File: config.mk
export PLATFORM = sky130hd
export DESIGN_NAME = sync_bd4_tx
export DESIGN_NICKNAME = d
export VERILOG_FILES = /design/src/rtl/sync_bd4_tx.sv
export SDC_FILE = /design/constraint.sdc
export NUM_CORES = 1
export LEC_CHECK = 0
export CORE_MARGIN = 2
export CORE_UTILIZATION = 43
export CTS_CLUSTER_DIAMETER = 200
export CTS_CLUSTER_SIZE = 25
export DETAILED_ROUTE_END_ITERATION = 8
export GPL_ROUTABILITY_DRIVEN = 1
export PLACE_DENSITY_LB_ADDON = 0.3
export SYNTH_ARGS = -nofsm -noshare
export SYNTH_HDL_FRONTEND = slang
export SYNTH_SLANG_ARGS = --single-unit
File: constraint.sdc
create_clock -name clk -period 1.4 [get_ports clk]
set_input_delay 0.28 -clock clk [delete_from_list [all_inputs] [get_ports clk]]
set_output_delay 0.28 -clock clk [all_outputs]
set_load 0.01 [all_outputs]
File: src/rtl/sync_bd4_tx.sv
`timescale 1ns/1ps
// sync_bd4_tx: clocked transmitter for a 4-phase bundled-data handshake.
// Takes words from a valid/ready source into a one-entry buffer and launches
// each one to an asynchronous receiver. The launch sequence is: drive data,
// wait SETUP cycles, raise req, wait for ack, drop req, wait for ack to fall.
// Ports:
//   clk, rst        clock and asynchronous active-low reset
//   in_valid/in_data/in_ready  synchronous source interface
//   req, data       bundled request/data to the receiver (registered)
//   ack             asynchronous acknowledge (synchronized internally)
//   busy            handshake in progress or buffer occupied
//   err             sticky: ack seen high while idle
module sync_bd4_tx #(
  parameter int unsigned N           = 8,
  parameter logic [N-1:0] Rval       = '0,
  parameter int unsigned SYNC_STAGES = 2,
  parameter int unsigned SETUP       = 1
) (
  input  logic         clk,
  input  logic         rst,
  input  logic         in_valid,
  input  logic [N-1:0] in_data,
  output logic         in_ready,
  output logic         req,
  output logic [N-1:0] data,
  input  logic         ack,
  output logic         busy,
  output logic         err
);

  localparam int unsigned CW = (SETUP > 1) ? $clog2(SETUP) : 1;

  typedef enum logic [2:0] {
    S_DRAIN,
    S_IDLE,
    S_SETUP,
    S_REQ_HI,
    S_REQ_LO
  } state_t;

  state_t                 state, state_nx;
  logic [SYNC_STAGES-1:0] sync_q;
  logic [SYNC_STAGES-1:0] sync_vld;
  logic                   ack_s;
  logic                   sync_ok;
  logic [N-1:0]           buf_q, buf_nx;
  logic                   buf_full, buf_full_nx;
  logic [CW-1:0]          cnt, cnt_nx;
  logic [N-1:0]           data_nx;
  logic                   req_nx;
  logic                   err_nx;
  logic                   accept;

  // ack synchronizer; sync_vld marks when the chain holds post-reset samples
  // so DRAIN does not mistake the cleared flops for a low ack.
  always_ff @(posedge clk or negedge rst) begin
    if (!rst) begin
      sync_q   <= '0;
      sync_vld <= '0;
    end else begin
      sync_q   <= {sync_q[SYNC_STAGES-2:0], ack};
      sync_vld <= {sync_vld[SYNC_STAGES-2:0], 1'b1};
    end
  end

  assign ack_s   = sync_q[SYNC_STAGES-1];
  assign sync_ok = sync_vld[SYNC_STAGES-1];
  assign accept  = in_valid & in_ready;

  // Next-state and next-output logic.
  always_comb begin
    state_nx    = state;
    buf_nx      = buf_q;
    buf_full_nx = buf_full;
    cnt_nx      = cnt;
    data_nx     = data;
    req_nx      = req;
    err_nx      = err;

    // in_ready is low whenever the buffer is full, so accept never
    // coincides with the IDLE launch that empties the buffer.
    if (accept) begin
      buf_nx      = in_data;
      buf_full_nx = 1'b1;
    end

    case (state)
      S_DRAIN: begin
        if (sync_ok && !ack_s) state_nx = S_IDLE;
      end
      S_IDLE: begin
        if (ack_s) begin
          err_nx = 1'b1;
        end else if (buf_full) begin
          data_nx     = buf_q;
          buf_full_nx = 1'b0;
          cnt_nx      = CW'(SETUP - 1);
          state_nx    = S_SETUP;
        end
      end
      S_SETUP: begin
        if (cnt == '0) begin
          req_nx   = 1'b1;
          state_nx = S_REQ_HI;
        end else begin
          cnt_nx = cnt - CW'(1);
        end
      end
      S_REQ_HI: begin
        if (ack_s) begin
          req_nx   = 1'b0;
          state_nx = S_REQ_LO;
        end
      end
      S_REQ_LO: begin
        if (!ack_s) state_nx = S_IDLE;
      end
      default: begin
        req_nx   = 1'b0;
        state_nx = S_DRAIN;
      end
    endcase
  end

  // State and registered outputs.
  always_ff @(posedge clk or negedge rst) begin
    if (!rst) begin
      state    <= S_DRAIN;
      buf_q    <= '0;
      buf_full <= 1'b0;
      cnt      <= '0;
      data     <= Rval;
      req      <= 1'b0;
      err      <= 1'b0;
      in_ready <= 1'b0;
      busy     <= 1'b1;
    end else begin
      state    <= state_nx;
      buf_q    <= buf_nx;
      buf_full <= buf_full_nx;
      cnt      <= cnt_nx;
      data     <= data_nx;
      req      <= req_nx;
      err      <= err_nx;
      in_ready <= !buf_full_nx;
      busy     <= (state_nx != S_IDLE) || buf_full_nx;
    end
  end

endmodule

# Yosys cells after proc, flatten, opt, wreduce, memory -nomap -nowiden
# Index checks and enable logic that the tools add are counted.
# totals
regBits	29
input_bits	12
wordCells	53
# classes
addsub	1
eq_ne	9
n_mux	18
bitwise	3
n_reduce_logical	11
# ops
op	count
two-way mux 3 bit	6
case mux 3 bit (5 select lines)	1
two-way mux 1 bit	9
AND reduction 3 bit	3
inequality test 2 bit, second input constant	4
== test 3 x 2 -> 1 bit, second input constant	2
== test 3 x 1 -> 1 bit, second input constant	1
== test 3 bit, second input constant	1
zero test 3 bit	1
inequality test 3 x 1 -> 1 bit, second input constant	1
case mux 1 bit (3 select lines)	1
OR reduction 3 bit	1
zero test 1 bit	2
NOT 1 bit	2
case mux 1 bit (2 select lines)	1
AND reduction 2 bit	1
nonzero test 2 bit	1
bitwise AND 1 bit	1
logical AND 1 bit	1
logical OR 1 bit	1
subtractor 1 bit, second input constant	1

# Longest topological paths before layout
# depth
word_depth	6
ltp_mapped	4
mapped_depth_nobuf	3

# Worst setup path after synthesis
# No wires, ideal clock.
# synth_path
path_type	register to register
from	register in_ready
to	register busy
setup_time_ns	0.094
t_arrival_ns	1.236
setup_slack_ns	0.070
stages_incl_launch_ff	4
n_path_buf	0
path_cell_list	dfrtp_1 > and2_1 > or3_1 > or4_1
# synth_between
elab_chain_cells	6
# synth_rtl
item	line_no	rtl
start, declared	23	output logic in_ready,
start signal, assigned	145	in_ready <= !buf_full_nx;
bitwise AND 1 bit *	68	assign accept = in_valid & in_ready;
two-way mux 1 bit *	82	if (accept) begin
two-way mux 1 bit	94	end else if (buf_full) begin
two-way mux 1 bit	92	if (ack_s) begin
two-way mux 1 bit *	87	case (state)
logical OR 1 bit *	146	busy <= (state_nx != S_IDLE) || buf_full_nx;
end signal, assigned	146	
end, declared	27	output logic busy,
# Mark *: on every way between the ends. The rest lies on a longest branch, timed or not.
# A chain may end at the register's enable or synchronous reset.

# Final worst setup path
# layout_path
from	register state[2]
to	register busy
# layout_between
elab_chain_cells	5
# layout_rtl
item	line_no	rtl
start, declared	41	state_t state, state_nx;
start signal, assigned	138	state <= state_nx;
two-way mux 3 bit	94	
two-way mux 3 bit	92	
case mux 3 bit (5 select lines)	87	
inequality test 3 x 1 -> 1 bit	146	
logical OR 1 bit *	146	
# Marked as above.

==> metrics.txt <==
Worst Hold Class=primary input to async pin; Worst path slowest cell=dfrtp_2; Synth Area in Compound Gates=0.0651; Comb power frac=0.368; post-route ant nets=0; share of layout cells above drive strength 1=0.333; Hold Buf Count CTS=0; antenna violations before repair=0; Max Freq=between 700 and 800 MHz; crit start category=register; Synth Flop Type=dfrtp_1; critical path arrival=1630 ps; area grow syn2layout=31.0%; vias in the first global route=632; Vias=~660; Leak=roughly 0.6 nW; Reg power frac=0.494; All-Layer GR Usage=0.135; final setup vio count=0; crit path from=state[2]; worst endpoint required time=1660 ps; design area=about 1400 um2; final-stage net count=118; gp weighted congestion=0.808; cts bufs inserted=3; synthesized area per cell=14.5 um2; Final Slew Violations=0; # DRC=0; Inserted Diodes=0; # port buffers=23; cells after synthesis=74; sw frac=0.307; Max Root-Sink Buffers=2; P_sw=between 800 and 900 uW; number of synthesized register bits=28; Yosys cell types=24; Horiz. Die Dim=54.0 um; CP Capture Type=register; run status=finished clean; largest net degree at the start of global routing=29; DR iter-0 viols=0; multiplexer share of the synthesized area=0.167; Syn. warnings=0; Root Driver=clkbuf_4; xor and xnor area share after synthesis=0; WL/cell=around 12 um; Die Y=54.0 um; Initial Util=0.442; r2r startpoint=state[2]; Final period util=0.980; ys async rst share=1.00; Synth Area in Adders=0; H-tree levels=1; CP peak stage delay=480 ps; DP HPWL=1130 um; Hold Fails Final Rpt=0; Clk pwr share=0.138; Synth Cell Area=1080 um2; Final min period=1370 ps; total gr overflow=0; die footprint=2920 um2; worst path cell trace=nor4bb_1 -> or3_1 -> or4_1; Std-Cell Rows=18; first-pass GRT wire length=2660 um; EDFF count, synth=0; Worst Clk Skew=3.00 ps; clk_lat worst skew=320 ps; vias per inst=4.92; worst-path maximum fanout=8; # clock sinks=28; IO Pins=24; largest family of logic cells by synthesized area=multiplexers; Mapped Nets=86; length of the first detailed-routing pass in iterations=1; unrepaired setup endpoints after global routing=true; Worst-path clk slew=140 ps; Fin Setup TNS=0 ps; pwr/cell area=approximately 2000 nW/um2; Seq/Total Area, Yosys=0.652; Core ar.=2430 um2; crit path kind=register to register; Cell Int Power=approximately 1.9 mW; placed cell area=1380 um2; drt total wl=roughly 1600 um; CTS tree=yes; Peak supply drop=1310 uV; simple-gate share of the synthesized area=0.0884; Max Cap Viol=0
[routing by layer]
layer  global-route usage  wire length [um]
met1                0.164               747
met2                0.211               787
met3               0.0333                74
met4               0.0875                33
met5                    0                 0
[cell families (layout without fill, tap and decap cells)]
kind of cell,count (synthesis),count (layout)
flops,28,28
mux,16,16
simple gates,14,14
compound gates,11,11
buf+inv,4,35
other cells,1,1
[through the flow]
| stage | power, mW | util | std cells | worst slack [ps] | hold slack [ps] |
|---|---|---|---|---|---|
| 5_1_grt | 3.00 | 0.580 | 135 | -18.7 | 297 |
| 2_1_floorplan | 2.00 | - | 74 | 69.5 | -15.6 |
| 3_3_place_gp | 2.47 | 0.567 | 130 | -244 | 331 |
| 6_report | 2.78 | 0.580 | 135 | 28.1 | 287 |
| 4_1_cts | 2.81 | 0.580 | 135 | 9.58 | 277 |
| 3_5_place_dp | 2.52 | 0.567 | 130 | -245 | 336 |
[cells in the mapped netlist, types with 2 or more instances]
library cell,n,area (um2)
dfrtp_1,27,676
mux2_2,16,180
a21oi_1,4,20.0
nor2b_1,3,18.8
a211oi_1,2,15.0
buf_2,2,10.0
nor2_1,2,7.51
o21ai_0,2,10.0
[sequential cells by signal, summed over array words and instances (netlist names)]
| name | flops |
|---|---|
| busy | 1 |
| buf_full | 1 |
| req | 1 |
| in_ready | 1 |
| data | 8 |
| sync_vld | 2 |
| err | 1 |
| sync_q | 2 |
| buf_q | 8 |
| state | 3 |
[worst paths after layout]
kind,endpoint,slack (ps),cells after the start
min reg2reg,sync_vld[1],370,0
max,busy,30,3
max in group asynchronous,busy,880,2
max reg2reg,busy,30,3
min,err,290,2
min in group clk,sync_vld[1],370,0
[layout make-up]
cell class                      instances  area, um2
Clock buffer                            4       36.3
Fill cell                             218       1020
Inverter                                1       3.75
Multi-Input combinational cell         42        352
Sequential cell                        28        704
Tap cell                               30       37.5
Timing Repair Buffer                   30        277
[power groups by stage]
stage	Clock, mW	Combinational (mW)	Sequential, mW
after global placement	0	1.10	1.37
after floorplan	0	0.608	1.40
after detailed placement	0	1.13	1.39
after CTS	0.406	1.04	1.36
final	0.383	1.02	1.37
after global routing	0.429	1.14	1.42
[worst max-delay path, delay by kind of cell, from the launching register on]
family / cells / cell delay [ps]
DFF: 1 / 480
and+or+nand+nor: 3 / 830
[cell usage in the layout, fill, tap and decap left out, drive strengths merged, types with 2 or more instances in the layout]
master         netlist  routed
o21ai                2       2
a21oi                4       4
nor2                 2       2
buf                  3       7
dlygate4sd2          0      11
nor2b                3       3
clkdlybuf4s50        0      11
a211oi               2       2
clkbuf               0       5
mux2                16      16
dfrtp               27      27
[timing repair]
item / in CTS / in global routing
cloned: 0 / 0
buffers inserted: 1 / 0
setup endpoints to repair: 12 / 10
resized for setup: 13 / 4
Power figures use the tool's default switching activity.
